<file path="src/rtl/pong_score_ctrl_if.sv">
// Score/match bus between the BASPONG glue (start button, anim_gen flags) and the
// score controller.
interface pong_score_ctrl_if #(
   parameter int unsigned NUM_PLAYERS = 2,
   parameter int unsigned SCORE_W     = 4
);
   logic                           start;
   logic [NUM_PLAYERS-1:0]         score_evt;
   logic                           ball_enable;
   logic [NUM_PLAYERS*SCORE_W-1:0] scores;
   logic [NUM_PLAYERS-1:0]         winner;
   logic                           game_over;
   logic [1:0]                     state;

   modport master (
      output start, score_evt,
      input  ball_enable, scores, winner, game_over, state
   );

   modport slave (
      input  start, score_evt,
      output ball_enable, scores, winner, game_over, state
   );
endinterface

</file>
<file path="src/rtl/pong_score_ctrl.sv">
// BASPONG match/score controller: serve delay, per-player scoring, win detection.
// Optional build macro WIN_BY_TWO_EN requires a two-point lead to win.
module pong_score_ctrl #(
   parameter int unsigned NUM_PLAYERS = 2,
   parameter int unsigned SCORE_W     = 4,
   parameter int unsigned WIN_SCORE   = 9,
   parameter int unsigned SERVE_DLY   = 50_000_000
) (
   input logic              clk_50,
   input logic              reset,
   pong_score_ctrl_if.slave bus
);

   localparam int unsigned      CntW     = (SERVE_DLY > 1) ? $clog2(SERVE_DLY) : 1;
   localparam int unsigned      IdxW     = (NUM_PLAYERS > 1) ? $clog2(NUM_PLAYERS) : 1;
   localparam logic [SCORE_W-1:0] ScoreMax = '1;
   localparam logic [SCORE_W-1:0] WinVal   = SCORE_W'(WIN_SCORE);
   localparam logic [CntW-1:0]  CntLoad  = CntW'(SERVE_DLY - 1);

   typedef enum logic [1:0] {
      StIdle  = 2'd0,
      StServe = 2'd1,
      StPlay  = 2'd2,
      StOver  = 2'd3
   } state_e;

   state_e                 state_q, state_d;
   logic [CntW-1:0]        cnt_q, cnt_d;
   logic [SCORE_W-1:0]     scores_q [NUM_PLAYERS];
   logic [SCORE_W-1:0]     scores_d [NUM_PLAYERS];
   logic [NUM_PLAYERS-1:0] winner_q, winner_d;
   logic                   start_q;
   logic [NUM_PLAYERS-1:0] evt_q;

   logic                   start_rise;
   logic [NUM_PLAYERS-1:0] evt_rise;
   logic                   hit;
   logic [IdxW-1:0]        hit_idx;
   logic [SCORE_W-1:0]     cur_score;
   logic [SCORE_W-1:0]     new_score;
   logic                   is_win;

   assign start_rise = bus.start & ~start_q;
   assign evt_rise   = bus.score_evt & ~evt_q;

   // Descending scan so the lowest simultaneous rise wins the credit.
   always_comb begin
      hit     = 1'b0;
      hit_idx = '0;
      for (int i = int'(NUM_PLAYERS) - 1; i >= 0; i--) begin
         if (evt_rise[i]) begin
            hit     = 1'b1;
            hit_idx = IdxW'(i);
         end
      end
   end

   assign cur_score = scores_q[hit_idx];
   assign new_score = (cur_score == ScoreMax) ? ScoreMax : cur_score + SCORE_W'(1);

`ifdef WIN_BY_TWO_EN
   logic lead_ok;

   always_comb begin
      lead_ok = 1'b1;
      for (int j = 0; j < int'(NUM_PLAYERS); j++) begin
         if ((IdxW'(j) != hit_idx) &&
             ({1'b0, new_score} < ({1'b0, scores_q[j]} + (SCORE_W+1)'(2)))) begin
            lead_ok = 1'b0;
         end
      end
      is_win = ((new_score >= WinVal) && lead_ok) || (new_score == ScoreMax);
   end
`else
   assign is_win = (new_score == WinVal) || (new_score == ScoreMax);
`endif

   always_comb begin
      state_d  = state_q;
      cnt_d    = cnt_q;
      scores_d = scores_q;
      winner_d = winner_q;
      unique case (state_q)
         StIdle: begin
            if (start_rise) begin
               state_d = StServe;
               cnt_d   = CntLoad;
            end
         end
         StServe: begin
            if (cnt_q == '0) begin
               state_d = StPlay;
            end else begin
               cnt_d = cnt_q - CntW'(1);
            end
         end
         StPlay: begin
            if (hit) begin
               scores_d[hit_idx] = new_score;
               if (is_win) begin
                  state_d           = StOver;
                  winner_d          = '0;
                  winner_d[hit_idx] = 1'b1;
               end else begin
                  state_d = StServe;
                  cnt_d   = CntLoad;
               end
            end
         end
         StOver: begin
            if (start_rise) begin
               for (int i = 0; i < int'(NUM_PLAYERS); i++) begin
                  scores_d[i] = '0;
               end
               winner_d = '0;
               state_d  = StServe;
               cnt_d    = CntLoad;
            end
         end
         default: state_d = StIdle;
      endcase
   end

   always_ff @(posedge clk_50 or posedge reset) begin
      if (reset) begin
         state_q  <= StIdle;
         cnt_q    <= '0;
         winner_q <= '0;
         start_q  <= 1'b0;
         evt_q    <= '0;
         for (int i = 0; i < int'(NUM_PLAYERS); i++) begin
            scores_q[i] <= '0;
         end
      end else begin
         state_q  <= state_d;
         cnt_q    <= cnt_d;
         winner_q <= winner_d;
         start_q  <= bus.start;
         evt_q    <= bus.score_evt;
         for (int i = 0; i < int'(NUM_PLAYERS); i++) begin
            scores_q[i] <= scores_d[i];
         end
      end
   end

   for (genvar g = 0; g < int'(NUM_PLAYERS); g++) begin : g_pack
      assign bus.scores[g*SCORE_W +: SCORE_W] = scores_q[g];
   end

   assign bus.ball_enable = (state_q == StPlay);
   assign bus.game_over   = (state_q == StOver);
   assign bus.winner      = winner_q;
   assign bus.state       = state_q;

endmodule

</file>
<file path="src/flat_wrapper.sv">
// flat-port wrapper written by rule: the top's interface ports become plain ports
module pong_score_ctrl_flat 
#(
   parameter int unsigned NUM_PLAYERS = 2,
   parameter int unsigned SCORE_W     = 4,
   parameter int unsigned WIN_SCORE   = 9,
   parameter int unsigned SERVE_DLY   = 50_000_000
)
  (clk_50, reset, bus_start, bus_score_evt, bus_ball_enable, bus_scores, bus_winner, bus_game_over, bus_state);
  pong_score_ctrl_if #(.NUM_PLAYERS(NUM_PLAYERS), .SCORE_W(SCORE_W)) bus_i ();
  input logic clk_50;
  input logic reset;
  input wire logic [$bits(bus_i.start)-1:0] bus_start;
  input wire logic [$bits(bus_i.score_evt)-1:0] bus_score_evt;
  output wire logic [$bits(bus_i.ball_enable)-1:0] bus_ball_enable;
  output wire logic [$bits(bus_i.scores)-1:0] bus_scores;
  output wire logic [$bits(bus_i.winner)-1:0] bus_winner;
  output wire logic [$bits(bus_i.game_over)-1:0] bus_game_over;
  output wire logic [$bits(bus_i.state)-1:0] bus_state;
  assign bus_i.start = bus_start;
  assign bus_i.score_evt = bus_score_evt;
  assign bus_ball_enable = bus_i.ball_enable;
  assign bus_scores = bus_i.scores;
  assign bus_winner = bus_i.winner;
  assign bus_game_over = bus_i.game_over;
  assign bus_state = bus_i.state;
  pong_score_ctrl #(.NUM_PLAYERS(NUM_PLAYERS), .SCORE_W(SCORE_W), .WIN_SCORE(WIN_SCORE), .SERVE_DLY(SERVE_DLY)) u_core (.clk_50(clk_50), .reset(reset), .bus(bus_i));
endmodule
</file>
<file path="config.mk">
export PLATFORM = sky130hd
export DESIGN_NAME = pong_score_ctrl_flat
export DESIGN_NICKNAME = d
export VERILOG_FILES = /design/src/rtl/pong_score_ctrl_if.sv /design/src/rtl/pong_score_ctrl.sv /design/src/flat_wrapper.sv
export SDC_FILE = /design/constraint.sdc
export NUM_CORES = 1
export LEC_CHECK = 0
export ABC_AREA = 1
export CORE_MARGIN = 1
export CORE_UTILIZATION = 63
export DETAILED_ROUTE_END_ITERATION = 16
export GPL_ROUTABILITY_DRIVEN = 1
export GPL_TIMING_DRIVEN = 0
export MAX_ROUTING_LAYER = met4
export PLACE_DENSITY = 0.87
export SLEW_MARGIN = 30
export SYNTH_ARGS = -nofsm -noshare
export SYNTH_HDL_FRONTEND = slang
export SYNTH_SLANG_ARGS = --single-unit
</file>
<file path="constraint.sdc">
create_clock -name clk_50 -period 3.7 [get_ports clk_50]
set_input_delay 0.925 -clock clk_50 [delete_from_list [all_inputs] [get_ports clk_50]]
set_output_delay 0.925 -clock clk_50 [all_outputs]
set_load 0.005 [all_outputs]
</file>
* Word-level counts from Yosys, hierarchy flattened *
Index checks and enable logic that the tools add are counted.

word-level totals
  logic and storage cells = 71
  input bits = 5
  flip-flop bits (word level) = 41

cells by class
  add/subtract/negate cells = 2
  equality and inequality tests = 13
  multiplexer cells = 29
  reduce and logical (&&, ||, !) cells = 11
  bitwise gates (word level) = 5
  $lt $le $gt $ge = 4

operators by type and width
  cell                   count
  $mux 26                4
  $pmux 26 s3            1
  $logic_not 26->1       1
  $sub 26x1->26 const B  1
  $mux 4                 5
  $mux 8                 2
  $pmux 8 s2             1
  $mux 2                 7
  $eq 4x4->1 const B     3
  $ne 2x1->1 const B     5
  $bwmux 8               1
  $reduce_and 4->1       2
  $pmux 2 s3             1
  $reduce_and 3->1       2
  $add 4x1->4 const B    1
  $demux 4 s1            1
  $eq 2x2->1 const B     2
  $mux 1                 4
  $ne 2x2->1 const B     2
  $pmux 2 s2             1
  $and 2x2->2            1
  $eq 2x1->1 const B     1
  $ge 2x2->1 const B     1
  $logic_and 1x1->1      2
  12 further kinds       12

* Logic depth before layout (Yosys ltp) *
  word-level depth = 15
  depth in mapped cells = 16
  gate-level depth less buffers = 15

* Least setup slack after synthesis *
OpenSTA, ideal clock, no wires.

  path kind = input -> register
  start = input bus_score_evt[1]
  end = register u_core.cnt_q[14]
  arrival time = 2.430 ns
  slack = 1.153 ns
  cell stages on the path = 15
  path buffers = 1
  library setup time = 0.117 ns
  data required time = 3.583 ns
  path through = inv_1 > nor2_4 > nand2_4 > nand2_1 > nand2_2 > ha_1 > nand3_1 > nor2_1 > nor2_1 > nand3_1 > nand2_2 > nand3_4 > buf_2 > nand3_1 > nand2_1

between the ends
  word-level cells in the longest chain between the ends = 13
  elaborated cells on any way between the ends = 17
  those cells by class = 1 x add/sub; 5 x eq/ne; 7 x mux; 2 x bitwise; 2 x reduce/logical

ends and longest elaborated chain
  what                                       RTL line                text
  from (decl)                                flat_wrapper.sv:14      input wire logic [$bits(bus_i.score_evt)-1:0] bus_score_evt;
  $and 2x2->2 *                              pong_score_ctrl.sv:44   assign evt_rise = bus.score_evt & ~evt_q;
  $mux 1 *                                   pong_score_ctrl.sv:51   if (evt_rise[i]) begin
  $mux 1                                     pong_score_ctrl.sv:51
  $not 1->2 (implied by the code)            pong_score_ctrl.sv:58   assign cur_score = scores_q[hit_idx];
  $mux 4 (implied by the code) (3 in a row)  pong_score_ctrl.sv:58
  $add 4x1->4 or $eq 4x4->1 (tied branches)  pong_score_ctrl.sv:59   assign new_score = (cur_score == ScoreMax) ? ScoreMax : cur_score + SCORE_W'(1);
  $mux 4                                     pong_score_ctrl.sv:59
  $eq 4x4->1                                 pong_score_ctrl.sv:75   assign is_win = (new_score == WinVal) || (new_score == ScoreMax);
  $logic_or 1x1->1                           pong_score_ctrl.sv:75
  $ne 2x2->1 (no line)                       --
  $reduce_and 4->1 (no line) *               --
  to (signal assigned)                       pong_score_ctrl.sv:136  cnt_q <= cnt_d;
  to (decl)                                  pong_score_ctrl.sv:28   logic [CntW-1:0] cnt_q, cnt_d;

Every way passes the cells marked *; elsewhere a longest branch is shown, timed or not. The select of a mux whose other input is x is not followed.
A chain may end at the register's enable or synchronous reset.

* Worst setup path after layout *
  start = input bus_score_evt[1]
  end = register u_core.cnt_q[19]

Same word-level chain as after synthesis.

==> summary.md <==
| Metric | Value |
|---|---|
| Resized Gates After CTS | 0 |
| Number of placement rows | 23 |
| P_leak | about 1.5 nW |
| H-tree lvl count | 2 |
| Met1 Use GR | 43.3% |
| Number of warnings issued by yosys | 0 |
| Longest individual stage delay on the worst path | about 0.5 ns |
| Share of cells above drive strength 1 | 8.50% |
| Capturing point of the worst reg2reg path | u_core.cnt_q[19] |
| List of cells traversed by the critical path | clkdlybuf4s50_1 > inv_1 > nor2_4 > nand2_4 > nand2_1 > nand2_2 > ha_1 > nand3_1 > nor2_1 > nor2_1 > nand3_1 > nand2_2 > nand3_4 > buf_2 > nand3_1 > nand2_1 |
| Crit path top cell by count | sky130_fd_sc_hd__nand3_1 |
| Initial DRC count | 453 |
| Startpoint of the worst-slack reg-to-reg timing path | u_core.evt_q[1] |
| Number of flops mapped to enable cells by yosys | 0 |
| Internal power contribution | around 1.4 mW |
| Vias after detailed routing | 2,730 |
| Category of cells accounting for the largest share of critical-path delay | simple AND/OR/NAND/NOR gates |
| Area used by multi-input combinational logic | 0.00143 mm² |
| Count of unresolved DRC violations after routing | 0 |
| Met2 track demand over resource | 53.6% |
| Worst setup slack after layout | 0.571 ns |
| Total global-route track usage | 33.5% |
| CP Class | primary input to register |
| Sink of the worst hold path | u_core.bus.winner[1] |
| Synthesized netlist cell count | 385 |
| Switch share | a little under half |
| Required @ worst endpoint | 3.89 ns |
| Status | complete, no violations |
| Post-layout total power | between 2 and 3 mW |
| Distinct cell type count after synthesis | 30 |
| Number of top-level pins | 19 |
| Vias in the first global route | 2,393 |
| Net Sw Power | 1.17 mW |
| Clock network latency to the later pin of the worst-skew pair | 0.29 ns |
| Average wire per cell in the routed design | approximately 14 µm |
| Sequential power share | 30.8% |
| Number of nets in the final layout | about 420 |
| Die Outline Area | 0.00450 mm² |
| Arrival time worst endpoint | 3.32 ns |
| Clock sink count | 41 |
| Cell count along the critical path | 16 |
| TritonCTS clock tree | built |
| Hold bufs inserted after CTS | 0 |
| Combined buffer and inverter count along the critical path | 3 |
| Part of the power in the clock network | 15.0% |
| Crit path time final | around 3.1 ns |
| Master cell of the clock root buffer | sky130_fd_sc_hd__clkbuf_8 |
| Number of buffers created by CTS | 5 |
| Pre-CTS WS | 0.261 ns |
| Post-route non-filler standard cell count | 462 |
| GRT Residual Overflow | 0 |
| Total count of hold-check failures in the final report | 0 |
| Most congested layer reported by global routing | met2 |
| Final Cycle Share | 84.6% |
| Worst slew margin | 49.0% |
| Placed cell area | 0.00294 mm² |
| Critical path launch point type | primary input |
| Instance count after placement with tap cells included | 454 |
| Element type at the critical path end | register |
| Share of total power in combinational logic | 54.3% |
| Utilization after layout | 75.9% |
| Clk_skew | between 0.003 and 0.004 ns |
| Mapped Avg Cell Area | about 6.9 µm² |
| Critical path origin | bus_score_evt[1] |
| Depth of the most critical reg-to-reg path | 14 |
| Top cells by area, synth | sky130_fd_sc_hd__dfrtp_1 (38%), sky130_fd_sc_hd__nand2_1 (16%), sky130_fd_sc_hd__nand3_1 (12%) |
| Netlist area before placement | 0.00267 mm² |
| Reported max-cap violation count | 0 |
| Initial Util | 66.3% |
| Number of buffers inserted by post-CTS setup repair | 0 |
| Antenna violations before repair | 0 |
| Hold WC Path Type | register to register |
| Pre-Repair DR Iteration Count | 6 |
| Final setup viols | 0 |
| Worst-path cell with the longest stage delay | sky130_fd_sc_hd__clkdlybuf4s50_1 |
| Number of buffers inserted by port buffering | 18 |
| Post-synthesis cell type with the largest combined area | sky130_fd_sc_hd__dfrtp_1 |
| Combined flip-flop and latch cell area | 0.00103 mm² |
| Wire length after detailed routing | roughly 6600 µm |
| Area growth from synthesis to layout | 14.5% |
| Launch point of the worst hold path | u_core.bus.winner[1] |
| Antenna cells | 0 |
| Avg Vias per Cell | 5.91 |
| Wire length of the first global-routing pass | 10,900 µm |
| Seq/Total Area, Yosys | 38.4% |
| Die outline height | 67.1 µm |
| Slew of the pin with the lowest slew margin | ~0.76 ns |
| HPWL after DPL | 4840 µm |
| Pin count of the biggest net entering global routing | 24 |
| Post-route ant nets | 0 |
| Post-route design area | around 0.003 mm² |
| Deepest clock path buffer count | 2 |
| Global routing met3 resource utilization | 5.31% |
| Setup TNS after final layout | 0 ns |
| Flop and latch count out of synthesis | 41 |
| Final number of max-transition violations | 0 |
| Worst vdd rail ir drop | between 0.5 and 0.6 mV |
| Clock Pin Slew Worst Setup and Hold Paths | around 0.080 ns |
| Count of filler cells inserted in the layout | between 300 and 400 |
| Worst Hold Slack | 0.474 ns |
| Syn Nets | 397 |
| Area share of the leading cell type in the synthesized netlist | 38.4% |
| Fraction of registers with async set or reset after synthesis | 100% |
| Core Area | 0.00403 mm² |
| Final weighted congestion in routability-driven placement | just under 1 |
| Largest fanout on the critical path | 10 |
| Reg-to-reg setup timing slack | 1.34 ns |
| Unrepaired setup endpoints after global routing | no |
| Top achievable clock speed | 0.320 GHz |
| DIE WIDTH | 67.1 µm |
| Number of cells traversed by the worst hold path | 2 |
| P per Cell Area | between 800 and 900 mW/mm² |
| Most used flip-flop cell after synthesis | sky130_fd_sc_hd__dfrtp_1 |
[cell usage in the layout, fill, tap and decap left out, types with 3 or more instances in the layout]
cell type                         count
sky130_fd_sc_hd__nand3_1             62
sky130_fd_sc_hd__clkdlybuf4s50_1     18
sky130_fd_sc_hd__nor3_1               5
sky130_fd_sc_hd__buf_2                4
sky130_fd_sc_hd__xnor2_1              3
sky130_fd_sc_hd__a21oi_1              7
sky130_fd_sc_hd__clkbuf_8             6
sky130_fd_sc_hd__ha_1                 7
sky130_fd_sc_hd__nand2_2              5
sky130_fd_sc_hd__nor2_2               5
sky130_fd_sc_hd__o22ai_1              4
sky130_fd_sc_hd__nand2_1            111
sky130_fd_sc_hd__or2_2                3
sky130_fd_sc_hd__clkbuf_1             4
sky130_fd_sc_hd__nor2_1              39
sky130_fd_sc_hd__dfrtp_1             41
sky130_fd_sc_hd__o21ai_0             20
sky130_fd_sc_hd__nor4_1               3
sky130_fd_sc_hd__inv_1               40
sky130_fd_sc_hd__nand4_1              6
[state kept, by name, indices dropped and copies added, names as in the netlist]
name / flops
u_core.bus.state: 2
u_core.cnt_q: 26
u_core.bus.scores: 8
u_core.evt_q: 2
u_core.bus.winner: 2
u_core.start_q: 1
[final cells by class]
type	count	share of cell area, %
inverters	42	5.16
multi-input cells	293	46.9
well taps	50	2.05
flip-flops and latches	41	33.6
clock buffers	7	2.82
plain buffers	9	1.76
clock inverters	1	0.982
repair buffers	19	6.79
[cell families (layout without fill, tap and decap cells)]
group	after synthesis	after routing	share of synthesized area, %
xor gates and xnor gates	5	5	1.64
adders and majority gates	7	7	3.28
AOI/OAI and AO/OA	37	37	7.78
buffers and inverters	51	78	7.92
and+or+nand+nor	244	244	41.0
DFF	41	41	38.4
[tightest hold or removal path, stage by stage (launching register included)]
cell and delay (ns):
sky130_fd_sc_hd__dfrtp_1 0.35, sky130_fd_sc_hd__nand2_1 0.05, sky130_fd_sc_hd__nand2_1 0.04
[how the worst max path moves through the flow]
stage | to | slack [ns]
floorplan | u_core.cnt_q[14] | 1.15
global placement | u_core.cnt_q[14] | 0.33
detailed placement | u_core.cnt_q[24] | 0.26
CTS | u_core.cnt_q[24] | 0.57
global route | u_core.cnt_q[9] | 0.38
finish | u_core.cnt_q[19] | 0.57
[power groups by stage]
| stage | Clock, mW | Combinational [mW] | Sequential [mW] |
|---|---|---|---|
| finish | 0.380 | 1.38 | 0.782 |
| global route | 0.403 | 1.56 | 0.801 |
| CTS | 0.383 | 1.37 | 0.776 |
| detailed placement | 0 | 1.36 | 0.782 |
| global placement | 0 | 1.30 | 0.775 |
| floorplan | 0 | 0.974 | 0.752 |
[per-layer routing]
metal / up-vias / part of all wire (%)
li1: 1307 / -
met1: 1263 / 42
met2: 140 / 48
met3: 20 / 8.0
met4: 0 / 1.9
met5: - / 0
[Yosys cell counts (2+ instances only)]
library cell	instances
sky130_fd_sc_hd__nand2_4	2
sky130_fd_sc_hd__nor2_1	39
sky130_fd_sc_hd__o22ai_1	4
sky130_fd_sc_hd__nor4_1	3
sky130_fd_sc_hd__inv_1	41
sky130_fd_sc_hd__nand2_2	5
sky130_fd_sc_hd__buf_6	2
sky130_fd_sc_hd__buf_2	4
sky130_fd_sc_hd__nand2_1	111
sky130_fd_sc_hd__nand3_1	62
sky130_fd_sc_hd__o21ai_0	20
sky130_fd_sc_hd__ha_1	7
sky130_fd_sc_hd__nand4_1	6
sky130_fd_sc_hd__nor3_1	5
sky130_fd_sc_hd__xor2_1	2
sky130_fd_sc_hd__clkbuf_1	3
sky130_fd_sc_hd__a21o_1	2
sky130_fd_sc_hd__nor2_2	5
sky130_fd_sc_hd__a21oi_1	7
sky130_fd_sc_hd__xnor2_1	3
sky130_fd_sc_hd__dfrtp_1	41
sky130_fd_sc_hd__or2_2	3
No activity file was read; power rests on OpenSTA's default activity.
